==> config.mk <==
export PLATFORM = sky130hd
export DESIGN_NAME = octal_digit_serializer
export DESIGN_NICKNAME = d
export VERILOG_FILES = /design/src/rtl/octal_ser_pkg.sv /design/src/rtl/octal_lz_count.sv /design/src/rtl/octal_digit_serializer.sv
export SDC_FILE = /design/constraint.sdc
export NUM_CORES = 1
export LEC_CHECK = 0
export CELL_PAD_IN_SITES_DETAIL_PLACEMENT = 1
export CELL_PAD_IN_SITES_GLOBAL_PLACEMENT = 1
export CORE_MARGIN = 2
export CORE_UTILIZATION = 37
export DETAILED_ROUTE_END_ITERATION = 6
export GPL_TIMING_DRIVEN = 0
export PLACE_DENSITY = 0.9
export SYNTH_ARGS = -nofsm -noshare
export SYNTH_HDL_FRONTEND = slang
export SYNTH_SLANG_ARGS = --single-unit
==> constraint.sdc <==
create_clock -name clk -period 5.7 [get_ports clk]
set_clock_uncertainty 0.1 [all_clocks]
set_input_delay 1.425 -clock clk [delete_from_list [all_inputs] [get_ports clk]]
set_output_delay 1.425 -clock clk [all_outputs]
set_load 0.01 [all_outputs]
==> src/rtl/octal_ser_pkg.sv <==
// Shared types and helpers for the octal digit serializer.
package octal_ser_pkg;

  localparam int unsigned DIG_W = 3;

  typedef enum logic {
    IDLE = 1'b0,
    EMIT = 1'b1
  } state_t;

  function automatic int unsigned ndig(input int unsigned data_w);
    return (data_w + 2) / 3;
  endfunction

endpackage

==> src/rtl/octal_lz_count.sv <==
// Priority encoder: number of significant octal digits in a padded word (minimum 1).
module octal_lz_count
  import octal_ser_pkg::*;
#(
  parameter  int unsigned NDIG  = 4,
  localparam int unsigned PAD_W = DIG_W * NDIG,
  localparam int unsigned CNT_W = $clog2(NDIG + 1)
) (
  input  logic [PAD_W-1:0] word,
  output logic [CNT_W-1:0] nsig
);

  // Ascending scan so the highest nonzero digit wins.
  always_comb begin
    nsig = CNT_W'(1);
    for (int i = 0; i < int'(NDIG); i++) begin
      if (word[i*DIG_W +: DIG_W] != '0) nsig = CNT_W'(i + 1);
    end
  end

endmodule

==> src/rtl/octal_digit_serializer.sv <==
// Emits a binary word as octal digits, MSD first, over a valid/ready stream.
module octal_digit_serializer
  import octal_ser_pkg::*;
#(
  parameter  int unsigned DATA_W      = 12,
  parameter  bit          SUPPRESS_LZ = 1'b1,
  localparam int unsigned NDIG        = ndig(DATA_W),
  localparam int unsigned POS_W       = (NDIG > 1) ? $clog2(NDIG) : 1
) (
  input  logic              clk,
  input  logic              rst,
  input  logic              in_valid,
  output logic              in_ready,
  input  logic [DATA_W-1:0] in_data,
  output logic              dig_valid,
  input  logic              dig_ready,
  output logic [DIG_W-1:0]  dig_out,
  output logic [POS_W-1:0]  dig_pos,
  output logic              dig_last
);

  localparam int unsigned PAD_W = DIG_W * NDIG;
  localparam int unsigned CNT_W = $clog2(NDIG + 1);

  state_t           state;
  logic [PAD_W-1:0] sreg;
  logic [PAD_W-1:0] padded;
  logic [PAD_W-1:0] aligned;
  logic [PAD_W-1:0] next_sreg;
  logic [CNT_W-1:0] nsig_lz;
  logic [CNT_W-1:0] nsig_sel;

  assign in_ready = (state == IDLE);

  octal_lz_count #(.NDIG(NDIG)) u_lz (
    .word (padded),
    .nsig (nsig_lz)
  );

  // Capture path: left-align so the top significant digit sits in the MSBs.
  always_comb begin
    padded    = PAD_W'(in_data);
    nsig_sel  = SUPPRESS_LZ ? nsig_lz : CNT_W'(NDIG);
    aligned   = padded << (DIG_W * (NDIG - 32'(nsig_sel)));
    next_sreg = sreg << DIG_W;
  end

  always_ff @(posedge clk) begin
    if (rst) begin
      state     <= IDLE;
      sreg      <= '0;
      dig_valid <= 1'b0;
      dig_out   <= '0;
      dig_pos   <= '0;
      dig_last  <= 1'b0;
    end else begin
      case (state)
        IDLE: begin
          if (in_valid) begin
            state     <= EMIT;
            sreg      <= aligned;
            dig_valid <= 1'b1;
            dig_out   <= aligned[PAD_W-1 -: DIG_W];
            dig_pos   <= POS_W'(nsig_sel - CNT_W'(1));
            dig_last  <= (nsig_sel == CNT_W'(1));
          end
        end
        EMIT: begin
          if (dig_ready) begin
            if (dig_pos == '0) begin
              state     <= IDLE;
              dig_valid <= 1'b0;
            end else begin
              sreg     <= next_sreg;
              dig_out  <= next_sreg[PAD_W-1 -: DIG_W];
              dig_pos  <= dig_pos - POS_W'(1);
              dig_last <= (dig_pos == POS_W'(1));
            end
          end
        end
        default: state <= IDLE;
      endcase
    end
  end

endmodule

* Word level (Yosys, flattened, before mapping) *
Cells that the tools add are included.

word-level totals
  register bits after elaboration = 17
  input bits = 16
  output and inout bits = 8
  logic and storage cells = 51

operators by class
  add/subtract/negate cells = 3
  $mul = 1
  equal/unequal tests = 6
  shift-type cells = 1
  mux-type cells = 27
  bitwise gates (word level) = 1
  reductions and logical operators = 6

operator list
  operator                                                             number
  12-bit by 32-bit << shifter with 12-bit output                       1
  9-bit 2-to-1 mux                                                     3
  9-bit one-hot mux with 2 select lines                                1
  3-bit 2-to-1 mux                                                     4
  2-bit 2-to-1 mux                                                     5
  1-bit 2-to-1 mux                                                     9
  3-bit nonzero test                                                   3
  3-bit by 4-bit multiplier with 7-bit output (first input constant)   1
  2-bit != test (second input constant)                                3
  1-bit one-hot mux with 2 select lines                                3
  3-bit one-hot mux with 2 select lines                                1
  3-bit AND reduction                                                  2
  2-bit one-hot mux with 2 select lines                                1
  2-bit by 1-bit subtractor with 2-bit output (second input constant)  2
  3-bit by 3-bit subtractor with 4-bit output (first input constant)   1
  3-bit by 1-bit == test with 1-bit output (second input constant)     1
  2-bit by 1-bit == test with 1-bit output (second input constant)     1
  2-bit logical NOT                                                    1
  2-bit by 1-bit != test with 1-bit output (second input constant)     1
  1-bit inverter                                                       1

* Logic depth before layout (Yosys ltp) *
  depth in word-level cells = 9
  mapped depth = 6
  gate-level depth less buffers = 6

* Cells and area by module *
From an unflattened synthesis, not the netlist that was laid out.

second synthesis, totals
  cells, all modules = 195
  area total of the unflattened synthesis = 1554.0 um^2

by module, submodules not included
  module                  times used  cells an instance  area an instance (um^2)  seq. area each (um^2)
  octal_digit_serializer  1           189                1516.5                   340.3
  octal_lz_count          1           6                  37.5                     0.0

* Worst setup path before layout *
OpenSTA, ideal clock, no wires.

  path kind = input to register
  start point = input in_data[10]
  end point = register dig_out[1]
  library setup time = 74 ps
  arrival time = 2934 ps
  data required time = 5526 ps
  slack = 2592 ps
  stages on the path = 6
  buffers on the path = 2
  path through = buf_2 or3_1 clkbuf_2 or4_1 a221o_1 a31oi_1

on the way
  cells in the longest elaborated chain, start to end = 7

ends and longest elaborated chain
  what                                              line                          text
  start: declaration                                octal_digit_serializer.sv:14  input logic [DATA_W-1:0] in_data,
  3-bit nonzero test                                octal_lz_count.sv:17          if (word[i*DIG_W +: DIG_W] != '0) nsig = CNT_W'(i + 1);
  3-bit 2-to-1 mux                                  octal_lz_count.sv:17
  3-bit by 3-bit subtractor with 4-bit output       octal_digit_serializer.sv:44  aligned = padded << (DIG_W * (NDIG - 32'(nsig_sel)));
  3-bit by 4-bit multiplier with 7-bit output       octal_digit_serializer.sv:44
  12-bit by 32-bit << shifter with 12-bit output *  octal_digit_serializer.sv:44
  3-bit 2-to-1 mux *                                octal_digit_serializer.sv:59  if (in_valid) begin
  3-bit one-hot mux with 2 select lines *           octal_digit_serializer.sv:57  case (state)
  end signal: assignment                            octal_digit_serializer.sv:63  dig_out <= aligned[PAD_W-1 -: DIG_W];
  end signal: assignment                            octal_digit_serializer.sv:75  dig_out <= next_sreg[PAD_W-1 -: DIG_W];
  end: declaration                                  octal_digit_serializer.sv:17  output logic [DIG_W-1:0] dig_out,

Every way passes the cells marked *; elsewhere a longest branch is shown, timed or not. The select of a mux whose other input is x is not followed.
A chain may end at the register's enable or synchronous reset.

* Worst setup path in the final report *
  start point = input in_data[8]
  end point = register dig_out[2]

on the way
  cells in the longest elaborated chain, start to end = 8

ends and longest elaborated chain
  what                                              line
  3-bit nonzero test                                octal_lz_count.sv:17
  2-bit 2-to-1 mux                                  octal_lz_count.sv:17
  3-bit 2-to-1 mux                                  octal_lz_count.sv:17
  3-bit by 3-bit subtractor with 4-bit output       octal_digit_serializer.sv:44
  3-bit by 4-bit multiplier with 7-bit output       octal_digit_serializer.sv:44
  12-bit by 32-bit << shifter with 12-bit output *  octal_digit_serializer.sv:44
  3-bit 2-to-1 mux *                                octal_digit_serializer.sv:59
  3-bit one-hot mux with 2 select lines *           octal_digit_serializer.sv:57

Marks and branches as above.

==> metrics.log <==
INFO  metric yosys.cell_types.count = 37
INFO  metric setup_total_negative_slack = 0 ns
INFO  metric drt-total-wl = 3.08 mm
INFO  metric synth_sequential_area_ratio = 34.5%
INFO  metric global_route.overflow_total = 0
INFO  metric fin_total_pwr = 288 uW
INFO  metric rel_slew_slack = 32.8%
INFO  metric die_area = 0.00309 mm^2
INFO  metric final_max_slew_viol_count = 0
INFO  metric grt_pass1_wl = 5.29 mm
INFO  metric yosys.area.top_type = sky130_fd_sc_hd__dfxtp_1
INFO  metric start_kind = input port
INFO  metric powerDensity = 228 mW/mm^2
INFO  metric antenna_found_initial = 0
INFO  metric layout_commonest_cell = sky130_fd_sc_hd__clkdlybuf4s50_1
INFO  metric drc_errors = 0
INFO  metric fp.coreArea = 0.00250 mm^2
INFO  metric synth.ff_latch_count = 17
INFO  metric syn-num-nets = 144
INFO  metric hold_buffers = 0
INFO  metric portBuffers = 21
INFO  metric clock_tree_from_tritoncts = done
INFO  metric clock_period_minus_worst_slack = 3.34 ns
INFO  metric antenna_violating_nets_remaining = 0
INFO  metric final_area = 0.00126 mm^2
INFO  metric yosysTopAreaCellShare = 34.5%
INFO  metric floorplan.initialDensity = 39.4%
INFO  metric most_frequent_cells_in_the_layout = 21 x sky130_fd_sc_hd__clkdlybuf4s50_1, 17 x sky130_fd_sc_hd__nor2_1, 17 x sky130_fd_sc_hd__dfxtp_1, 12 x sky130_fd_sc_hd__o21ai_0, 10 x sky130_fd_sc_hd__a21oi_1
INFO  metric criticalPathCategory = in -> reg
INFO  metric post_cts_buffers = 0
INFO  metric clkSinkCount = 17
INFO  metric gp_routability_congestion = 0.874
INFO  metric cts_resized = 0
INFO  metric nNetsFinal = 170
INFO  metric post_route_cells_drive_above_1_share = 7.28%
INFO  metric syn-cell-area = 986 um^2
INFO  metric synth_area_per_cell = 7.82 um^2
INFO  metric dr.first_iter.drc_count = 18
INFO  metric critical_path_required = 5.83 ns
INFO  metric clock_latency = 0.30 ns
INFO  metric row_count = 18
INFO  metric outcome = complete, no violations
INFO  metric diodes = 0
INFO  metric drv.max_cap_violation_count = 0
INFO  metric root_buffer = sky130_fd_sc_hd__clkbuf_4
INFO  metric static-leakage-power = 0.000475 uW
INFO  metric synthesis.yosys.warnings = 0
INFO  metric htreeDepth = 1
INFO  metric die_h = 55.6 um
INFO  metric final_worst_path_period_share = 58.7%
INFO  metric grt_start_max_net_pins = 11
INFO  metric cts_buffers = 3
INFO  metric vdd_drop_max = 0.157 mV
INFO  metric cell_types_occupying_the_most_area_after_synthesis = sky130_fd_sc_hd__dfxtp_1 35%, sky130_fd_sc_hd__nor2_1 6.5%, sky130_fd_sc_hd__o21ai_0 6.1%
INFO  metric hold_class = reg -> reg
INFO  metric cp-end-kind = flop
INFO  metric placement.cell_area = 0.00123 mm^2
INFO  metric vias = 1,092
INFO  metric first_global_vias = 1,119
INFO  metric hpwl = 2.38 mm
INFO  metric clk_transition_reported_paths = 0.12 ns
INFO  metric critical_path.max_fanout = 6
INFO  metric pin_count = 24
INFO  metric crit_arrival = 3.47 ns
INFO  metric post_drt_via_cell_ratio = 6.03
INFO  metric die_width = 55.6 um
INFO  metric setup_viol_count_final = 0
INFO  metric area_delta_synth_final = 27.9%
INFO  metric grt_util_all_layers = 21.1%
INFO  metric max_freq = 299 MHz
INFO  metric worstMarginPinSlew = 1.00 ns
INFO  metric firstDrtPassIters = 4
INFO  metric grt_setup_unrepaired = false
INFO  metric synthesis.instances = 126
INFO  metric clock_tree.buffer_depth = 2
INFO  metric final_hold_viol_count = 0
INFO  metric wire_per_inst = 17.0 um
-- routing by layer --
| layer | up-vias | routed length [um] | track usage [%] |
|---|---|---|---|
| met1 | 517 | 1360 | 26.0 |
| met2 | 37 | 1520 | 36.7 |
| li1 | 530 | - | - |
| met3 | 8 | 143 | 2.56 |
| met5 | - | 0 | 0 |
| met4 | 0 | 55 | 9.41 |
-- Yosys cell counts (all sizes together) --
cell type and count:
a221o 2, nor2 17, nor4 3, mux2i 1
o221a 1, nand3b 1, o211a 2, nand3 4
or4 1, dfxtp 17, o21ai 12, o21a 1
o22ai 2, mux2 1, a311oi 4, a22oi 3
a31oi 3, or3 3, a221oi 2, a21oi 10
buf 2, a21o 2, and3b 1, nor2b 1
ha 2, a211o 1, a211oi 2, inv 4
nand2 7, nand4 1, clkbuf 5, a31o 1
nand2b 1, nor3 6
-- worst max-delay path, stage by stage --
cell and delay, ns:
sky130_fd_sc_hd__clkdlybuf4s50_1 0.54, sky130_fd_sc_hd__or3_1 0.48, sky130_fd_sc_hd__nor4_1 0.50, sky130_fd_sc_hd__o21ai_0 0.23, sky130_fd_sc_hd__a311oi_1 0.30
-- where the power goes --
group          switching (uW)  total, uW  internal, uW
clock network            42.3       68.5          26.1
logic                    44.6       83.4          38.8
registers                6.02        136           130
-- registers in the layout, indices dropped and copies added (netlist names) --
register and cells:
sreg 9, dig_last 1, dig_pos 2, state 1, dig_valid 1, dig_out 3
-- cell type report --
type | count | area, um^2
Inverter | 4 | 15.0
Multi-Input combinational cell | 98 | 594
Sequential cell | 17 | 340
Clock buffer | 3 | 22.5
Fill cell | 332 | 1240
Buffer | 7 | 36.3
Tap cell | 30 | 37.5
Clock inverter | 1 | 5.00
Timing Repair Buffer | 21 | 210
-- path summary, 6_finish.rpt --
kind	startpoint	cells past startpoint	end	slack [ns]
max	in_data[8]	5	dig_out[2]$_SDFFE_PP0P_	2.36
min	sreg[2]$_SDFFE_PP0P_	2	sreg[2]$_SDFFE_PP0P_	0.41
max reg2reg	dig_pos[0]$_SDFFE_PP0P_	6	sreg[4]$_SDFFE_PP0P_	3.63
min reg2reg	sreg[2]$_SDFFE_PP0P_	2	sreg[2]$_SDFFE_PP0P_	0.41
-- cells by family (layout without fill, tap and decap cells) --
kind of cell / Yosys count / after routing / share of synthesized area (%)
AO/OA/AOI/OAI: 48 / 48 / 32.7
flip-flops: 17 / 17 / 34.5
adder cells (fa/ha/maj): 2 / 2 / 2.54
AND/OR/NAND/NOR: 46 / 46 / 22.8
buffers and inverters: 11 / 36 / 5.20
multiplexers: 2 / 2 / 2.16
-- metrics by stage --
| step | setup WS (ns) | hold WS, ns | cells | utilization, % |
|---|---|---|---|---|
| final | 2.36 | 0.410 | 181 | 50.5 |
| after global routing | 2.20 | 0.433 | 181 | 50.5 |
| after CTS | 2.38 | 0.411 | 181 | 50.5 |
| after detailed placement | 2.10 | 0.380 | 177 | 49.3 |
| after global placement | 2.13 | 0.369 | 177 | 49.3 |
| after floorplan | 2.59 | 0.360 | 126 | - |
Power figures use the tool's default switching activity.
